`config.mk`:
```
export PLATFORM = sky130hd
export DESIGN_NAME = simon_game_core_flat
export DESIGN_NICKNAME = d
export VERILOG_FILES = /design/src/rtl/simon_pkg.sv /design/src/rtl/simon_game_core_if.sv /design/src/rtl/simon_btn_edge.sv /design/src/rtl/simon_game_core.sv /design/src/flat_wrapper.sv
export SDC_FILE = /design/constraint.sdc
export NUM_CORES = 1
export LEC_CHECK = 0
export BUFFER_PORTS_ARGS = -buffer_cell sky130_fd_sc_hd__buf_2
export CAP_MARGIN = 15
export CORE_AREA = 4 4 111 113
export DETAILED_ROUTE_END_ITERATION = 6
export DIE_AREA = 0 0 115 117
export PLACE_DENSITY_LB_ADDON = 0.3
export SYNTH_ARGS = -nofsm -noshare
export SYNTH_HDL_FRONTEND = slang
export SYNTH_SLANG_ARGS = --single-unit
```
`constraint.sdc`:
```
create_clock -name clk -period 4.71 [get_ports clk]
set_input_delay 0.471 -clock clk [delete_from_list [all_inputs] [get_ports clk]]
set_output_delay 0.471 -clock clk [all_outputs]
set_load 0.005 [all_outputs]
```
`src/rtl/simon_pkg.sv`:
```
// Shared types and helpers for the Simon game engine.
// State codes, LFSR constants, one-hot decode and the LFSR step function.
package simon_pkg;

    typedef enum logic [2:0] {
        IDLE     = 3'd0,
        ADD      = 3'd1,
        SHOW_ON  = 3'd2,
        SHOW_GAP = 3'd3,
        INPUT    = 3'd4,
        WIN      = 3'd5,
        FAIL     = 3'd6
    } state_e;

    localparam logic [7:0] LFSR_SEED = 8'h01;
    localparam logic [7:0] LFSR_TAPS = 8'hB8;

    function automatic logic [7:0] onehot(input logic [2:0] v);
        return 8'h01 << v;
    endfunction

    // 8-bit Galois step: shift right, fold taps back in when the lsb falls out
    function automatic logic [7:0] lfsr_next(input logic [7:0] q);
        return q[0] ? ((q >> 1) ^ LFSR_TAPS) : (q >> 1);
    endfunction

endpackage

```
`src/rtl/simon_game_core_if.sv`:
```
// Pin-side bundle of the Simon engine: pacing/start/buttons in, LEDs and debug out.
// master drives the stimulus side, slave is the game core.
interface simon_game_core_if #(
    parameter int NUM_BTN = 4,
    parameter int MAX_LEN = 16
);
    localparam int IDX_W = $clog2(NUM_BTN);
    localparam int LEN_W = $clog2(MAX_LEN + 1);

    logic               tick;
    logic               start;
    logic [NUM_BTN-1:0] btn;
    logic [NUM_BTN-1:0] led;
    logic               error_led;
    logic               win_led;
    logic [LEN_W-1:0]   round_len;
    logic [IDX_W-1:0]   cur_val;
    logic [2:0]         state;

    modport master (
        output tick, start, btn,
        input  led, error_led, win_led, round_len, cur_val, state
    );

    modport slave (
        input  tick, start, btn,
        output led, error_led, win_led, round_len, cur_val, state
    );

endinterface

```
`src/rtl/simon_btn_edge.sv`:
```
// Button front end: 2-flop synchroniser, rising-edge detect, lowest-index priority.
// Simultaneous rises collapse to the lowest index; the rest are dropped.
module simon_btn_edge #(
    parameter int NUM_BTN = 4,
    parameter int IDX_W   = $clog2(NUM_BTN)
) (
    input  logic               clk,
    input  logic               reset,
    input  logic [NUM_BTN-1:0] btn,
    output logic               press_valid,
    output logic [IDX_W-1:0]   press_val,
    output logic [NUM_BTN-1:0] level
);

    logic [NUM_BTN-1:0] s1, s2, rise;

    always_ff @(posedge clk or posedge reset) begin
        if (reset) begin
            s1 <= '0;
            s2 <= '0;
        end else begin
            s1 <= btn;
            s2 <= s1;
        end
    end

    assign rise        = s1 & ~s2;
    assign press_valid = |rise;
    assign level       = s2;

    // Scan from the top down so the lowest set index is the last one written
    always_comb begin
        press_val = '0;
        for (int i = NUM_BTN - 1; i >= 0; i--) begin
            if (rise[i]) press_val = IDX_W'(i);
        end
    end

endmodule

```
`src/rtl/simon_game_core.sv`:
```
// Single-clock Simon engine paced by a 1-cycle tick; sequence grows one entry per round.
// Optional SIMON_INPUT_TIMEOUT_EN: fail if no press arrives within TIMEOUT_TICKS in INPUT.
module simon_game_core
    import simon_pkg::*;
#(
    parameter int NUM_BTN       = 4,
    parameter int MAX_LEN       = 16,
    parameter int SHOW_TICKS    = 2,
    parameter int GAP_TICKS     = 1,
    parameter int TIMEOUT_TICKS = 8
) (
    input logic              clk,
    input logic              reset,
    simon_game_core_if.slave bus
);

    localparam int IDX_W    = $clog2(NUM_BTN);
    localparam int LEN_W    = $clog2(MAX_LEN + 1);
    localparam int ADDR_W   = $clog2(MAX_LEN);
    localparam int SG_MAX   = (SHOW_TICKS > GAP_TICKS) ? SHOW_TICKS : GAP_TICKS;
    localparam int TCNT_MAX = (SG_MAX > TIMEOUT_TICKS) ? SG_MAX : TIMEOUT_TICKS;
    localparam int TCNT_W   = $clog2(TCNT_MAX + 1);

    state_e              state_q, state_d;
    logic [LEN_W-1:0]    len_q, len_d;
    logic [LEN_W-1:0]    idx_q, idx_d;
    logic [TCNT_W-1:0]   tcnt_q, tcnt_d;
    logic                err_q, err_d;
    logic                win_q, win_d;
    logic [7:0]          lfsr_q;
    logic [IDX_W-1:0]    mem [MAX_LEN];
    logic [IDX_W-1:0]    cur_mem;
    logic                last_idx;

    logic                press_valid;
    logic [IDX_W-1:0]    press_val;
    logic [NUM_BTN-1:0]  level;
    logic [7:0]          oh;

    simon_btn_edge #(.NUM_BTN(NUM_BTN), .IDX_W(IDX_W)) u_btn (
        .clk        (clk),
        .reset      (reset),
        .btn        (bus.btn),
        .press_valid(press_valid),
        .press_val  (press_val),
        .level      (level)
    );

    assign cur_mem  = mem[idx_q[ADDR_W-1:0]];
    assign last_idx = (idx_q == len_q - LEN_W'(1));

    always_ff @(posedge clk or posedge reset) begin
        if (reset) begin
            state_q <= IDLE;
            len_q   <= '0;
            idx_q   <= '0;
            tcnt_q  <= '0;
            err_q   <= 1'b0;
            win_q   <= 1'b0;
            lfsr_q  <= LFSR_SEED;
        end else begin
            state_q <= state_d;
            len_q   <= len_d;
            idx_q   <= idx_d;
            tcnt_q  <= tcnt_d;
            err_q   <= err_d;
            win_q   <= win_d;
            lfsr_q  <= lfsr_next(lfsr_q);
        end
    end

    // Sequence RAM is deliberately unreset; only entries below round_len are ever read
    always_ff @(posedge clk) begin
        if (state_q == ADD) mem[len_q[ADDR_W-1:0]] <= lfsr_q[IDX_W-1:0];
    end

    always_comb begin
        state_d = state_q;
        len_d   = len_q;
        idx_d   = idx_q;
        tcnt_d  = tcnt_q;
        err_d   = err_q;
        win_d   = win_q;
        unique case (state_q)
            IDLE, WIN, FAIL: begin
                if (bus.start) begin
                    len_d   = '0;
                    err_d   = 1'b0;
                    win_d   = 1'b0;
                    state_d = ADD;
                end
            end
            ADD: begin
                len_d   = len_q + LEN_W'(1);
                idx_d   = '0;
                tcnt_d  = '0;
                state_d = SHOW_ON;
            end
            SHOW_ON: begin
                if (bus.tick) begin
                    if (tcnt_q == TCNT_W'(SHOW_TICKS - 1)) begin
                        tcnt_d  = '0;
                        state_d = SHOW_GAP;
                    end else begin
                        tcnt_d = tcnt_q + TCNT_W'(1);
                    end
                end
            end
            SHOW_GAP: begin
                if (bus.tick) begin
                    if (tcnt_q == TCNT_W'(GAP_TICKS - 1)) begin
                        tcnt_d = '0;
                        if (last_idx) begin
                            idx_d   = '0;
                            state_d = INPUT;
                        end else begin
                            idx_d   = idx_q + LEN_W'(1);
                            state_d = SHOW_ON;
                        end
                    end else begin
                        tcnt_d = tcnt_q + TCNT_W'(1);
                    end
                end
            end
            INPUT: begin
                // A press wins over a coincident tick, so the timeout restarts
                if (press_valid) begin
                    if (press_val == cur_mem) begin
                        if (!last_idx) begin
                            idx_d  = idx_q + LEN_W'(1);
                            tcnt_d = '0;
                        end else if (len_q != LEN_W'(MAX_LEN)) begin
                            state_d = ADD;
                        end else begin
                            win_d   = 1'b1;
                            state_d = WIN;
                        end
                    end else begin
                        err_d   = 1'b1;
                        state_d = FAIL;
                    end
                end
`ifdef SIMON_INPUT_TIMEOUT_EN
                else if (bus.tick) begin
                    if (tcnt_q == TCNT_W'(TIMEOUT_TICKS - 1)) begin
                        err_d   = 1'b1;
                        state_d = FAIL;
                    end else begin
                        tcnt_d = tcnt_q + TCNT_W'(1);
                    end
                end
`endif
            end
            default: state_d = IDLE;
        endcase
    end

    always_comb begin
        bus.led     = '0;
        bus.cur_val = '0;
        oh          = '0;
        unique case (state_q)
            SHOW_ON: begin
                bus.cur_val = cur_mem;
                oh          = onehot(3'(cur_mem));
                bus.led     = oh[NUM_BTN-1:0];
            end
            SHOW_GAP: bus.cur_val = cur_mem;
            INPUT: begin
                bus.cur_val = cur_mem;
                bus.led     = level;
            end
            WIN:     bus.led = '1;
            default: ;
        endcase
    end

    assign bus.state     = state_q;
    assign bus.error_led = err_q;
    assign bus.win_led   = win_q;
    assign bus.round_len = len_q;

endmodule

```
`src/flat_wrapper.sv`:
```
// flat-port wrapper written by rule: the top's interface ports become plain ports
module simon_game_core_flat import simon_pkg::*;
#(
    parameter int NUM_BTN       = 4,
    parameter int MAX_LEN       = 16,
    parameter int SHOW_TICKS    = 2,
    parameter int GAP_TICKS     = 1,
    parameter int TIMEOUT_TICKS = 8
)
  (clk, reset, bus_tick, bus_start, bus_btn, bus_led, bus_error_led, bus_win_led, bus_round_len, bus_cur_val, bus_state);
  simon_game_core_if #(.NUM_BTN(NUM_BTN), .MAX_LEN(MAX_LEN)) bus_i ();
  input logic clk;
  input logic reset;
  input wire logic [$bits(bus_i.tick)-1:0] bus_tick;
  input wire logic [$bits(bus_i.start)-1:0] bus_start;
  input wire logic [$bits(bus_i.btn)-1:0] bus_btn;
  output wire logic [$bits(bus_i.led)-1:0] bus_led;
  output wire logic [$bits(bus_i.error_led)-1:0] bus_error_led;
  output wire logic [$bits(bus_i.win_led)-1:0] bus_win_led;
  output wire logic [$bits(bus_i.round_len)-1:0] bus_round_len;
  output wire logic [$bits(bus_i.cur_val)-1:0] bus_cur_val;
  output wire logic [$bits(bus_i.state)-1:0] bus_state;
  assign bus_i.tick = bus_tick;
  assign bus_i.start = bus_start;
  assign bus_i.btn = bus_btn;
  assign bus_led = bus_i.led;
  assign bus_error_led = bus_i.error_led;
  assign bus_win_led = bus_i.win_led;
  assign bus_round_len = bus_i.round_len;
  assign bus_cur_val = bus_i.cur_val;
  assign bus_state = bus_i.state;
  simon_game_core #(.NUM_BTN(NUM_BTN), .MAX_LEN(MAX_LEN), .SHOW_TICKS(SHOW_TICKS), .GAP_TICKS(GAP_TICKS), .TIMEOUT_TICKS(TIMEOUT_TICKS)) u_core (.clk(clk), .reset(reset), .bus(bus_i));
endmodule
```
---- Word-level counts from Yosys, hierarchy flattened ----
Memory sizes are Yosys's and may differ from the RTL's.
Index checks and enable logic that the tools add are counted.
word-level totals
  input port bits ......................... 8
  register bits ........................... 35
  latch bits .............................. 0
  memories kept ........................... 1
  word-level logic and storage cells ...... 101
  memory bits (writable) .................. 32
  memory bits (read-only) ................. 0
  output and inout port bits .............. 16
memory list
  memory      words  width  read ports  clocked after memory_dff  write ports  line                   text
  u_core.mem  16     2      1           0                         1            simon_game_core.sv:31  logic [IDX_W-1:0] mem [MAX_LEN];
operators by class
  mux-type cells .......................... 46
  div/mod/pow operators ................... 0
  reduce and logical (&&, ||, !) cells .... 15
  order comparisons ....................... 0
  shifts and indexed selects .............. 1
  multipliers ............................. 0
  add/sub/neg operators ................... 4
  eq/ne operators ......................... 22
  bitwise logic cells ..................... 3
operators with widths
  kind                 count
  $mux 5               7
  $mux 3               10
  $mux 4               7
  $reduce_and 6->1     3
  $pmux 4 s4           1
  $pmux 3 s5           1
  $pmux 5 s3           1
  $ne 2x2->1 const B   6
  $pmux 4 s3           1
  $add 5x1->5 const B  2
  $mux 2               5
  $ne 2x1->1 const B   5
  $pmux 5 s2           1
  $eq 3x3->1 const B   3
  $mux 1               9
  $mux 8               1
  $reduce_and 7->1     1
  $eq 3x2->1 const B   2
  $reduce_or 3->1      2
  $eq 5x5->1           1
  $ne 5x5->1 const B   1
  $sub 5x1->5 const B  1
  $add 4x1->4 const B  1
  $and 4x4->4          1
  other kinds (16)     18

---- Longest topological paths before layout ----
  depth after elaboration ................. 10
  mapped depth ............................ 10
  depth with buffers taken out ............ 9

---- Modules after synthesis ----
A second synthesis with hierarchy kept.
second synthesis, totals
  cell total of the unflattened synthesis .. 308
  area total of the unflattened synthesis .. 3483.3 um^2
modules (own cells, without submodules)
  module           seq. area each (um^2)  instances  area an instance (um^2)  cells each
  simon_game_core  1637.8                 1          3186.8                   288
  simon_btn_edge   200.2                  1          296.5                    20

---- Worst setup path after synthesis ----
No wires, ideal clock.
  kind .................................... reg2reg
  start point ............................. register u_core.len_q[0], in the netlist u_core.bus.round_len[0]
  end point ............................... register u_core.idx_q[4]
  required time ........................... 4589 ps
  cell stages (with the launch flop) ...... 11
  setup time .............................. 121 ps
  path buffers ............................ 1
  setup slack ............................. 2045 ps
  arrival ................................. 2544 ps
  period minus slack after synthesis ...... 2665 ps
  cells stage by stage .................... dfrtp_1 inv_1 ha_1 xor2_1 nor2_1 a21oi_1 a2111o_1 clkbuf_1 a31o_2 a2111o_1 a22o_1
between the ends
  word-level cells in the longest chain between the ends .. 6
  elaborated cells on any way between the ends .. 8
  classes of those cells .................. 1 x add/sub; 2 x eq/ne; 4 x mux; 1 x reduce/logical
ends and longest elaborated chain
  element                 line                    text
  start, declared         simon_game_core.sv:25   logic [LEN_W-1:0] len_q, len_d;
  start signal, assigned  simon_game_core.sv:63   len_q <= len_d;
  $sub 5x1->5 (*)         simon_game_core.sv:50   assign last_idx = (idx_q == len_q - LEN_W'(1));
  $eq 5x5->1 (*)          simon_game_core.sv:50
  $mux 5                  simon_game_core.sv:113  if (last_idx) begin
  $mux 5                  simon_game_core.sv:111  if (tcnt_q == TCNT_W'(GAP_TICKS - 1)) begin
  $mux 5                  simon_game_core.sv:110  if (bus.tick) begin
  $pmux 5 s3              simon_game_core.sv:84   unique case (state_q)
  end signal, assigned    simon_game_core.sv:64   idx_q <= idx_d;
  end, declared           simon_game_core.sv:26   logic [LEN_W-1:0] idx_q, idx_d;
Mark *: on every way between the ends. The rest lies on a longest branch, timed or not. The select of a mux whose other input is x is not followed.
A chain may end at the register's enable or synchronous reset.

---- Worst setup path in the final report ----
  start point ............................. register u_core.idx_q[0]
  end point ............................... output bus_led[0]
between the ends
  word-level cells in the longest chain between the ends .. 3
ends and longest elaborated chain
  element        line                    text
  $mem_v2 16x2   -
  $shl 1x2->4    simon_pkg.sv:19         return 8'h01 << v;
  $pmux 4 s3     simon_game_core.sv:162  unique case (state_q)
  end, declared  flat_wrapper.sv:17      output wire logic [$bits(bus_i.led)-1:0] bus_led;
Every way passes these cells.

==> impl_metrics.toml <==
[detailed_routing]
drt_iter0_drc = 189
ant_nets = 0
vias_per_cell = 4.92
post_drt_wl_per_cell_um = 15.7
firstDrtPassIters = 4
drt_drc_violations_left = 0
finalWirelength_um = 7010
num_vias = 2199

[clock_network]
numCtsBuffers = 9
clkTransAtPathRegs_ps = 60
clk-insertion-delay-late_ps = 330
postCtsHoldBufs = 0
ctsResizeCount = 0
cts-root-buf = "clkbuf_16"
clockBufferDepth = 2
htreeDepth = 3
post_cts_buffers = 0
cts.sinks = 67
cts_tree = "built"

[power_and_ir_drop]
p_clk_share_pct = 31.7
internal_power_mw = 1.37
sw_frac_of_total_pct = 35.1
peakVddDrop_mv = 0.233
p_leak_nw = 1.55
seqPwrFrac_pct = 36.8
p_total_mw = 2.10
p_per_area_nw_per_um2 = 547
combPwrFrac_pct = 31.5
p_switching_mw = 0.739

[sta]
period_needed_ps = 3280
fmax_ghz = 0.305
setup_viol = 0
worst_pin_slew_ps = 773
slew_violations = 0
fin_setup_tns_ps = 0
rsz0062_at_grt = "false"
maxSlewHeadroom_pct = 48.1
period_share_pct = 69.7
finalClockSkew_ps = 8.74
final-hold-violation-count = 0

[global_route]
globalRouteTotalUtil_pct = 11.3
antenna_found_initial = 0
first_global_vias = 2191
grt_start_max_net_pins = 36
grt_remaining_overflow = 0
grt_pass1_wl_um = 11600

[floorplanning]
die_height_um = 117
die_area_um2 = 13500
fp.dieW_um = 115
rows = 39
io_pins = 24
floorplan.initialDensity_pct = 29.2
core_area_um2 = 11300

[placed_design]
hpwl_um = 4960
port_buffers = 23
finalWeightedCongestion = 0.834
dp.cells = 431

[finish]
fill_cells = 1134
fin_cells = 447
layout-drive-gt1-share_pct = 18.1
utilization_pct = 34.0
area_growth_pct = 16.2
final_cell_mix = "dfrtp_1, nor2_1, edfxtp_1"
layout_commonest_cell = "dfrtp_1"
nNetsFinal = 316
antennaDiodeCount = 0

[worst_setup_path]
critPathTopFamily = "flip-flops"
crit_path_end_kind = "output port"
start_kind = "register"
required_ps = 4240
worst-path-buf-inv = 1
crit_arrival_ps = 2810
critical_path.cell_chain = "mux4_2 -> a22o_1 -> nor2_1 -> nand3_1 -> o32ai_1 -> buf_2"
max_stage_delay_ps = 730
criticalPathCategory = "reg -> out"
critPathSlowestCell = "dfrtp_1"
worstPathMaxFanout = 13

[synthesis]
syn_nets = 294
ys.flop_type = "dfrtp_1"
synth_area_per_cell_um2 = 12.0
syn_area_um2 = 3310
synth_mux_area_share_pct = 7.90
synth_top_family_by_area = "simple AND/OR/NAND/NOR gates"
ys_seq_elements = 67
yosys.area_share.simple_pct = 15.1
yosysWarningCount = 0
synthAdderAreaFrac_pct = 3.40
synth.distinct_cells = 55
synth_edf_count = 32
synthArstFlopShare_pct = 52.2
synth_xor_area_share_pct = 3.17
netlist_instances = 277
ys_seq_area_share_pct = 55.5
synth_compound_area_share_pct = 11.3

[status]
status = "complete, no violations"

[job]
maxCapViolations = 0

[worst_hold_path]
min_path_type = "in -> async"
synth_stat cells, types with 4 or more instances:
cell / n / share of area [%]
a21oi_1: 5 / 0.76
nor2_1: 32 / 3.6
nand2b_1: 6 / 1.1
nand2_1: 17 / 1.9
mux4_2: 6 / 4.1
a22o_1: 7 / 1.9
o21ai_0: 7 / 1.1
inv_1: 15 / 1.7
nand4_1: 4 / 0.76
clkbuf_1: 10 / 1.1
ha_1: 9 / 3.4
nand3_1: 5 / 0.76
dfrtp_1: 34 / 26
xor2_1: 7 / 1.9
xnor2_1: 5 / 1.3
o31ai_1: 5 / 1.1
edfxtp_1: 32 / 29
nor2b_1: 7 / 1.3
mux2i_1: 4 / 1.2
nor3_1: 12 / 1.8
worst paths after layout:
| path | startpoint | to | slack, ps | depth (start not counted) |
|---|---|---|---|---|
| min | reset | u_core.bus.round_len[3]$_DFFE_PP0P_ | 240 | 3 |
| max | u_core.idx_q[0]$_DFFE_PP0P_ | bus_led[0] | 1430 | 6 |
| min in group clk | bus_btn[1] | u_core.u_btn.s1[1]$_DFF_PP0_ | 240 | 1 |
| max reg2reg | u_core.idx_q[0]$_DFFE_PP0P_ | u_core.idx_q[0]$_DFFE_PP0P_ | 1720 | 7 |
| min reg2reg | u_core.lfsr_q[3]$_DFF_PP0_ | u_core.lfsr_q[2]$_DFF_PP0_ | 360 | 0 |
| max in group asynchronous | reset | u_core.lfsr_q[0]$_DFF_PP1_ | 4120 | 3 |
power groups by stage:
stage	Sequential (mW)	Combinational [mW]	Clock (mW)
3_3_place_gp	0.787	0.662	0
2_1_floorplan	0.720	0.557	0
6_report	0.776	0.662	0.667
4_1_cts	0.777	0.669	0.681
3_5_place_dp	0.789	0.667	0
5_1_grt	0.790	0.751	0.710
through the flow:
stage	setup slack (ps)	hold slack, ps	instance area (um^2)
2_1_floorplan	2050	331	3310
3_3_place_gp	1740	335	3550
3_5_place_dp	1690	340	3550
4_1_cts	1390	232	3850
5_1_grt	1260	232	3850
6_report	1430	237	3850
state kept, by name (all words and copies together), names as in the netlist:
name	flops
u_core.bus.error_led	1
u_core.lfsr_q	8
u_core.u_btn.s1	4
u_core.bus.round_len	5
u_core.idx_q	5
u_core.mem	32
u_core.tcnt_q	4
u_core.u_btn.level	4
u_core.bus.win_led	1
u_core.bus.state	3
worst min-delay path: cells and delay by family:
kind	cells	cell delay [ps]
buffers and inverters	3	530
logic make-up after synthesis:
family                   after synthesis
AND/OR/NAND/NOR                       97
flip-flops                            67
AO/OA/AOI/OAI                         49
buffers and inverters                 28
multiplexers                          15
XOR/XNOR                              12
adder cells (fa/ha/maj)                9
layer usage:
metal | up-vias | routed length [um] | share of wire, % | global-route usage [%]
li1 | 1065 | - | - | -
met1 | 1078 | 3210 | 46 | 15.3
met2 | 47 | 3270 | 47 | 17.0
met3 | 9 | 444 | 6.3 | 3.70
met4 | 0 | 87 | 1.2 | 3.99
met5 | - | 0 | 0 | 0
area by class of cell:
class | instances | area (um^2) | share of cell area (%)
clock buffers | 9 | 225 | 5.85
clock inverters | 7 | 75.1 | 1.95
inverters | 15 | 56.3 | 1.46
multi-input cells | 182 | 1350 | 35.1
flip-flops and latches | 67 | 1840 | 47.8
well taps | 143 | 179 | 4.65
repair buffers | 24 | 123 | 3.19
Power figures use the tool's default switching activity.
